File: config.mk
export PLATFORM = sky130hd
export DESIGN_NAME = alu_issue_ctrl_flat
export DESIGN_NICKNAME = d
export VERILOG_FILES = /design/src/rtl/alu_issue_ctrl_pkg.sv /design/src/rtl/alu_issue_ctrl_if.sv /design/src/rtl/alu_issue_ctrl_fifo.sv /design/src/rtl/alu_issue_ctrl.sv /design/src/flat_wrapper.sv
export SDC_FILE = /design/constraint.sdc
export NUM_CORES = 1
export LEC_CHECK = 0
export ABC_AREA = 1
export BUFFER_PORTS_ARGS = -buffer_cell sky130_fd_sc_hd__buf_2
export CAP_MARGIN = 20
export CORE_UTILIZATION = 57
export CTS_CLUSTER_DIAMETER = 100
export DETAILED_ROUTE_END_ITERATION = 12
export GPL_ROUTABILITY_DRIVEN = 0
export PLACE_DENSITY = 0.79
export SETUP_SLACK_MARGIN = 0.4
export SLEW_MARGIN = 5
export SYNTH_ARGS = -nofsm -noshare
export SYNTH_HDL_FRONTEND = slang
export SYNTH_SLANG_ARGS = --single-unit
File: constraint.sdc
create_clock -name clk -period 5.3 [get_ports clk]
set_input_delay 0.265 -clock clk [delete_from_list [all_inputs] [get_ports clk]]
set_output_delay 0.265 -clock clk [all_outputs]
set_load 0.05 [all_outputs]
File: src/rtl/alu_issue_ctrl_pkg.sv
// Shared types and widths for the ALU issue controller and its request FIFO.
// Latency: none, types only.
// Backpressure: not applicable.
package alu_pkg;

    localparam int OPCODE_W = 3;
    localparam int DTYPE_W  = 1;
    localparam int DATA_W   = 32;
    localparam int IW_W     = OPCODE_W + DTYPE_W + 2 * DATA_W;

    typedef struct packed {
        logic [OPCODE_W-1:0] opcode;
        logic [DTYPE_W-1:0]  data_type;
        logic [DATA_W-1:0]   operand_a;
        logic [DATA_W-1:0]   operand_b;
    } alu_iw_t;

    typedef enum logic [1:0] {
        IDLE,
        WAIT,
        HOLD
    } issue_state_t;

endpackage

File: src/rtl/alu_issue_ctrl_if.sv
// Request/result handshake bundle between a command source and the issue controller.
// Latency: wires only.
// Backpressure: req_ready throttles requests, res_ready throttles results.
interface alu_issue_ctrl_if #(
    parameter int TAG_W = 4
);
    logic                          req_valid;
    logic                          req_ready;
    logic [alu_pkg::OPCODE_W-1:0]  req_opcode;
    logic [alu_pkg::DTYPE_W-1:0]   req_data_type;
    logic [alu_pkg::DATA_W-1:0]    req_operand_a;
    logic [alu_pkg::DATA_W-1:0]    req_operand_b;
    logic                          res_valid;
    logic                          res_ready;
    logic [alu_pkg::DATA_W-1:0]    res_data;
    logic [TAG_W-1:0]              res_tag;

    modport master (
        output req_valid, req_opcode, req_data_type, req_operand_a, req_operand_b, res_ready,
        input  req_ready, res_valid, res_data, res_tag
    );

    modport slave (
        input  req_valid, req_opcode, req_data_type, req_operand_a, req_operand_b, res_ready,
        output req_ready, res_valid, res_data, res_tag
    );
endinterface

File: src/rtl/alu_issue_ctrl_fifo.sv
// Synchronous request FIFO holding packed instruction words with their tags.
// Latency: a push is visible on pop_dat/empty one cycle later (no bypass).
// Backpressure: push ignored while full, pop ignored while empty.
module alu_req_fifo #(
    parameter int W     = 72,
    parameter int DEPTH = 4
) (
    input  logic         clk,
    input  logic         rst_n,
    input  logic         push,
    input  logic [W-1:0] push_dat,
    input  logic         pop,
    output logic [W-1:0] pop_dat,
    output logic         full,
    output logic         empty
);
    localparam int AW = $clog2(DEPTH);

    logic [W-1:0] mem [DEPTH];
    logic [AW:0]  wr_ptr;
    logic [AW:0]  rd_ptr;
    logic         do_push;
    logic         do_pop;

    assign full    = (wr_ptr[AW] != rd_ptr[AW]) && (wr_ptr[AW-1:0] == rd_ptr[AW-1:0]);
    assign empty   = (wr_ptr == rd_ptr);
    assign do_push = push && !full;
    assign do_pop  = pop && !empty;
    assign pop_dat = mem[rd_ptr[AW-1:0]];

    always_ff @(posedge clk) begin
        if (do_push) begin
            mem[wr_ptr[AW-1:0]] <= push_dat;
        end
    end

    always_ff @(posedge clk or negedge rst_n) begin
        if (!rst_n) begin
            wr_ptr <= '0;
            rd_ptr <= '0;
        end else begin
            if (do_push) wr_ptr <= wr_ptr + 1'b1;
            if (do_pop)  rd_ptr <= rd_ptr + 1'b1;
        end
    end
endmodule

File: src/rtl/alu_issue_ctrl.sv
// Issues queued ALU requests one at a time and returns tagged results in order.
// Latency: accept edge P -> result valid after edge P+2+ALU_LATENCY when idle.
// Backpressure: req_ready drops when the FIFO is full; results hold until res_ready.
module alu_issue_ctrl
    import alu_pkg::*;
#(
    parameter int FIFO_DEPTH  = 4,
    parameter int ALU_LATENCY = 0,
    parameter int TAG_W       = 4
) (
    input  logic              clk,
    input  logic              rst_n,
    alu_issue_ctrl_if.slave   bus,
    output logic [IW_W-1:0]   iw,
    input  logic [DATA_W-1:0] alu_out,
    output logic              busy
);
    localparam int CNT_W = (ALU_LATENCY < 1) ? 1 : $clog2(ALU_LATENCY + 1);
    localparam int ENT_W = IW_W + TAG_W;

    issue_state_t      state, state_nxt;
    alu_iw_t           req_iw, pop_iw, iw_q;
    logic [TAG_W-1:0]  pop_tag, pend_tag, tag_cnt, res_tag_q;
    logic [CNT_W-1:0]  cnt;
    logic [DATA_W-1:0] res_data_q;
    logic              res_valid_q;
    logic [ENT_W-1:0]  fifo_rd_dat;
    logic              fifo_full, fifo_empty;
    logic              push, pop, cap;

    assign req_iw = '{opcode:    bus.req_opcode,
                      data_type: bus.req_data_type,
                      operand_a: bus.req_operand_a,
                      operand_b: bus.req_operand_b};

    // Ready is gated by reset so nothing can be accepted while the block is held.
    assign bus.req_ready = rst_n && !fifo_full;
    assign push          = bus.req_valid && bus.req_ready;
    assign {pop_iw, pop_tag} = fifo_rd_dat;

    alu_req_fifo #(
        .W     (ENT_W),
        .DEPTH (FIFO_DEPTH)
    ) u_fifo (
        .clk      (clk),
        .rst_n    (rst_n),
        .push     (push),
        .push_dat ({req_iw, tag_cnt}),
        .pop      (pop),
        .pop_dat  (fifo_rd_dat),
        .full     (fifo_full),
        .empty    (fifo_empty)
    );

    always_comb begin
        state_nxt = state;
        pop       = 1'b0;
        cap       = 1'b0;
        unique case (state)
            IDLE: begin
                if (!fifo_empty) begin
                    pop       = 1'b1;
                    state_nxt = WAIT;
                end
            end
            WAIT: begin
                if (cnt == '0) begin
                    cap       = 1'b1;
                    state_nxt = HOLD;
                end
            end
            HOLD: begin
                if (bus.res_ready) begin
                    if (!fifo_empty) begin
                        pop       = 1'b1;
                        state_nxt = WAIT;
                    end else begin
                        state_nxt = IDLE;
                    end
                end
            end
            default: state_nxt = IDLE;
        endcase
    end

    always_ff @(posedge clk or negedge rst_n) begin
        if (!rst_n) begin
            state       <= IDLE;
            iw_q        <= '0;
            pend_tag    <= '0;
            cnt         <= '0;
            tag_cnt     <= '0;
            res_valid_q <= 1'b0;
            res_data_q  <= '0;
            res_tag_q   <= '0;
        end else begin
            state <= state_nxt;
            if (push) tag_cnt <= tag_cnt + 1'b1;
            if (pop) begin
                iw_q     <= pop_iw;
                pend_tag <= pop_tag;
                cnt      <= CNT_W'(ALU_LATENCY);
            end else if (state == WAIT && cnt != '0) begin
                cnt <= cnt - CNT_W'(1);
            end
            if (cap) begin
                res_valid_q <= 1'b1;
                res_data_q  <= alu_out;
                res_tag_q   <= pend_tag;
            end else if (state == HOLD && bus.res_ready) begin
                res_valid_q <= 1'b0;
            end
        end
    end

    assign iw            = iw_q;
    assign bus.res_valid = res_valid_q;
    assign bus.res_data  = res_data_q;
    assign bus.res_tag   = res_tag_q;
    assign busy          = !fifo_empty || (state != IDLE);
endmodule
File: src/flat_wrapper.sv
// flat-port wrapper written by rule: the top's interface ports become plain ports
module alu_issue_ctrl_flat import alu_pkg::*;
#(
    parameter int FIFO_DEPTH  = 4,
    parameter int ALU_LATENCY = 0,
    parameter int TAG_W       = 4
)
  (clk, rst_n, iw, alu_out, busy, bus_req_valid, bus_req_opcode, bus_req_data_type, bus_req_operand_a, bus_req_operand_b, bus_res_ready, bus_req_ready, bus_res_valid, bus_res_data, bus_res_tag);
  alu_issue_ctrl_if #(.TAG_W(TAG_W)) bus_i ();
  input  logic clk;
  input  logic rst_n;
  output logic [IW_W-1:0] iw;
  input  logic [DATA_W-1:0] alu_out;
  output logic busy;
  input wire logic [$bits(bus_i.req_valid)-1:0] bus_req_valid;
  input wire logic [$bits(bus_i.req_opcode)-1:0] bus_req_opcode;
  input wire logic [$bits(bus_i.req_data_type)-1:0] bus_req_data_type;
  input wire logic [$bits(bus_i.req_operand_a)-1:0] bus_req_operand_a;
  input wire logic [$bits(bus_i.req_operand_b)-1:0] bus_req_operand_b;
  input wire logic [$bits(bus_i.res_ready)-1:0] bus_res_ready;
  output wire logic [$bits(bus_i.req_ready)-1:0] bus_req_ready;
  output wire logic [$bits(bus_i.res_valid)-1:0] bus_res_valid;
  output wire logic [$bits(bus_i.res_data)-1:0] bus_res_data;
  output wire logic [$bits(bus_i.res_tag)-1:0] bus_res_tag;
  assign bus_i.req_valid = bus_req_valid;
  assign bus_i.req_opcode = bus_req_opcode;
  assign bus_i.req_data_type = bus_req_data_type;
  assign bus_i.req_operand_a = bus_req_operand_a;
  assign bus_i.req_operand_b = bus_req_operand_b;
  assign bus_i.res_ready = bus_res_ready;
  assign bus_req_ready = bus_i.req_ready;
  assign bus_res_valid = bus_i.res_valid;
  assign bus_res_data = bus_i.res_data;
  assign bus_res_tag = bus_i.res_tag;
  alu_issue_ctrl #(.FIFO_DEPTH(FIFO_DEPTH), .ALU_LATENCY(ALU_LATENCY), .TAG_W(TAG_W)) u_core (.clk(clk), .rst_n(rst_n), .bus(bus_i), .iw(iw), .alu_out(alu_out), .busy(busy));
endmodule
==> impl_results.rst <==
.. list-table::
   :header-rows: 1

   * - Metric
     - Value
   * - Outcome
     - finished, final reports clean
   * - Source of the worst register-to-register timing path
     - u_core.u_fifo.rd_ptr[0]$_DFFE_PN0P_
   * - Number of design-rule violations left by the first detailed-router iteration
     - 811
   * - Area share of the largest cell type after synthesis
     - 53.9%
   * - Average via count per standard cell
     - 5.38
   * - Total power density per cell area
     - 629 nW/um^2
   * - Number of cells on the worst reg-to-reg path
     - 7
   * - Cells after synthesis
     - 1335
   * - Worst setup timing slack at the placement stage
     - 1.62 ns
   * - Max Fanout on Critical Path
     - 50
   * - CP Launch Type
     - flop
   * - Post-layout nets
     - 1735
   * - Worst Setup End Kind
     - flop
   * - Switch Pwr
     - 5.22 mW
   * - Antenna violations before repair
     - 1
   * - Filler Cells Inserted
     - 1816
   * - Number of I/O pins
     - 211
   * - Share of the core filled with cells in the final layout
     - 71.1%
   * - Width of the die
     - 170 um
   * - Count of vias placed by the detailed router
     - 11000
   * - Effective utilization at floorplan
     - 57.9%
   * - Peak ir drop on the vdd network
     - 0.442 mV
   * - Class of the most critical hold timing path
     - in2reg
   * - Distinct cell type count after synthesis
     - 25
   * - Slack of the worst reg-to-reg path
     - 1.53 ns
   * - Total negative setup slack
     - 0 ns
   * - Number of port buffers
     - 210
   * - Clock-pin slew on the worst setup and hold paths
     - 0.06 ns
   * - Worst slew margin relative to its limit
     - 31.8%
   * - Max-capacitance violation count
     - 0
   * - Critical path class
     - reg2reg
   * - Synthesized area per cell
     - 12.0 um^2
   * - Transition at the pin with the smallest max-transition slack
     - 1.02 ns
   * - Final worst path period share
     - 71.1%
   * - Leakage component of the power
     - 8.31 nW
   * - Hold Worst Slack
     - 0.0277 ns
   * - Placeable core area
     - 27700 um^2
   * - Arrival time of the worst setup path
     - 3.94 ns
   * - Switching portion of total power
     - 42.1%
   * - Cell Int Power
     - 7.17 mW
   * - Total detailed-routing wirelength
     - 35800 um
   * - TritonCTS buffer count
     - 41
   * - Clock skew
     - 0.0212 ns
   * - Overflow left after global routing
     - 0
   * - Deepest clock path buffer count
     - 3
   * - Final-report max-slew violation count
     - 0
   * - DRT antenna net count
     - 0
   * - Total track usage
     - 25.0%
   * - Fmax
     - 0.265 GHz
   * - Hold_sp
     - alu_out[14]
   * - Crit path cell chain
     - inv_4, nand2_1, nand2_2, nand3_2, nand3_1, nor2_4, buf_4
   * - Leading post-synthesis cells by cell area
     - edfxtp_1 54%, dfrtp_1 19%, nand2_1 11%
   * - Drt wl/cell
     - 17.5 um
   * - Register share of total power
     - 37.2%
   * - First-pass DRT Iterations
     - 5
   * - Combinational share of power
     - 39.8%
   * - Post-CTS Resized
     - 0
   * - Shortest period the worst path allows
     - 3.77 ns
   * - Full die area
     - 28800 um^2
   * - Post-synthesis instance area
     - 16000 um^2
   * - Final hold viol count
     - 0
   * - PnR worst setup slack
     - 1.53 ns
   * - Global-route wire length before repair
     - 55800 um
   * - Flip-flop and latch count after synthesis
     - 410
   * - Number of H-tree levels
     - 2
   * - Most common library cell in the layout ignoring fill and taps
     - nand2_1
   * - Via count of the first global-routing pass
     - 10800
   * - Layout cells sized above 1
     - 20.0%
   * - Yosys warning total
     - 0
   * - Vertical die dimension
     - 170 um
   * - Leading cell types in the layout, fill and taps excluded
     - 466 x nand2_1, 288 x edfxtp_1, 209 x buf_2
   * - Clock group share of total power
     - 23.0%
   * - Required @ worst endpoint
     - 5.47 ns
   * - Reg2Reg Capture Point
     - u_core.u_fifo.mem[0][1]$_DFFE_PP_
   * - Leading area contributor after synthesis
     - edfxtp_1
   * - Area overhead of the layout relative to synthesis
     - 22.8%
   * - Delay of the slowest critical-path stage
     - 0.89 ns
   * - Setup repair after global routing missed its margin
     - no
   * - Post-DP HPWL
     - 18900 um
   * - Cell at the slowest stage of the critical path
     - nor2_4
   * - Clock tree root driver cell
     - clkbuf_16
   * - Pin count of the biggest net entering global routing
     - 105
   * - Row count
     - 61
   * - Setup-violating endpoint count in the final report
     - 0
   * - DRC viols
     - 0
   * - Number of stages on the worst hold path
     - 2
   * - Clock latency at the later pin of the worst-skew pair
     - 0.53 ns
   * - TritonCTS Sinks
     - 410
   * - Total nets after synthesis
     - 1445
   * - CTS tree
     - built
   * - Sequential share of the synthesized area
     - 73.0%
   * - WHS Endpoint
     - u_core.bus.res_data[14]$_DFFE_PN0P_
## worst max-delay path, delay by kind of cell (launching register included)
family        cells  cell delay (ns)
simple gates      5             1.83
buf+inv           2             0.80
flops             1             0.75
## per-stage QoR
stage / power (mW) / cell area, um^2 / cells
3_3_place_gp: 9.34 / 17300 / 1858
3_5_place_dp: 9.48 / 17300 / 1858
2_1_floorplan: 8.36 / 16000 / 1335
4_1_cts: 12.4 / 19700 / 2034
5_1_grt: 13.1 / 19700 / 2036
6_report: 12.4 / 19700 / 2040
## cell type report
type	count	area [um^2]	share of cell area, %
Multi-Input combinational cell	829	3870	19.7
Clock inverter	20	184	0.934
Timing Repair Buffer	325	2220	11.3
Clock buffer	55	1160	5.89
Inverter	18	70.1	0.356
Sequential cell	410	11700	59.4
Antenna cell	5	12.5	0.0635
Tap cell	378	473	2.40
## per-layer routing
metal	wire [um]	share of wire (%)	GRT usage, %
met1	14300	40	32.2
met2	17900	50	42.6
met3	2620	7.3	4.45
met4	923	2.6	9.17
met5	0	0	0
## power groups by stage
| stage | clock network [mW] | registers, mW | logic [mW] |
|---|---|---|---|
| final | 2.84 | 4.61 | 4.93 |
| after global routing | 3.01 | 4.68 | 5.38 |
| after CTS | 2.88 | 4.59 | 4.92 |
| after detailed placement | 0 | 4.65 | 4.83 |
| after global placement | 0 | 4.62 | 4.73 |
| after floorplan | 0 | 5.95 | 2.42 |
## logic make-up (layout without fill, tap and decap cells)
kind of cell / after synthesis / after routing / synth area share (%)
XOR/XNOR: 3 / 3 / 0.164
AND/OR/NAND/NOR: 636 / 636 / 15.8
multiplexers: 36 / 36 / 2.76
buffers and inverters: 96 / 418 / 3.18
AO/OA/AOI/OAI: 148 / 148 / 4.64
flip-flops: 410 / 410 / 73.0
adder cells (fa/ha/maj): 6 / 6 / 0.468
other: 0 / 5 / 0
## how the worst max path moves through the flow
stage | startpoint | endpoint | slack (ns) | cells after the start
3_3_place_gp | u_core.u_fifo.rd_ptr[0]$_DFFE_PN0P_ | u_core.u_fifo.mem[0][17]$_DFFE_PP_ | 1.67 | 7
5_1_grt | u_core.u_fifo.rd_ptr[0]$_DFFE_PN0P_ | u_core.u_fifo.mem[0][9]$_DFFE_PP_ | 1.24 | 7
6_report | u_core.u_fifo.rd_ptr[0]$_DFFE_PN0P_ | u_core.u_fifo.mem[0][1]$_DFFE_PP_ | 1.53 | 7
2_1_floorplan | u_core.u_fifo.rd_ptr[0]$_DFFE_PN0P_ | u_core.u_fifo.mem[0][0]$_DFFE_PP_ | 0.68 | 7
3_5_place_dp | u_core.u_fifo.rd_ptr[0]$_DFFE_PN0P_ | u_core.u_fifo.mem[0][46]$_DFFE_PP_ | 1.62 | 7
4_1_cts | u_core.u_fifo.rd_ptr[0]$_DFFE_PN0P_ | u_core.u_fifo.mem[0][9]$_DFFE_PP_ | 1.51 | 7
## what timing repair did
action | CTS | global route
hold endpoints to repair | 376 | 0
hold buffers | 101 | 0
setup buffers | 0 | 0
## synth_stat cells
cell        n
nand2_1   467
edfxtp_1  288
dfrtp_1   122
o21ai_0   106
nor2_1     78
nand3_1    77
o21ai_1    41
buf_2      30
clkbuf_1   23
mux2_2     18
buf_4      14
inv_1      14
mux2_4     10
nand4_1     9
buf_6       8
mux2_1      8
ha_1        6
inv_2       4
buf_1       3
xor2_1      3
nand2_2     2
a21oi_2     1
nand3_2     1
nand3_4     1
nor2_4      1
## registers in the layout, summed over array words and instances, names as in the netlist
name                  cells
u_core.u_fifo.mem       288
u_core.iw                68
u_core.bus.res_data      32
u_core.bus.res_tag        4
u_core.pend_tag           4
u_core.tag_cnt            4
u_core.u_fifo.rd_ptr      3
u_core.u_fifo.wr_ptr      3
u_core.state              2
u_core.bus.res_valid      1
u_core.cnt                1
Note: power is estimated with default switching activity, not from simulation.
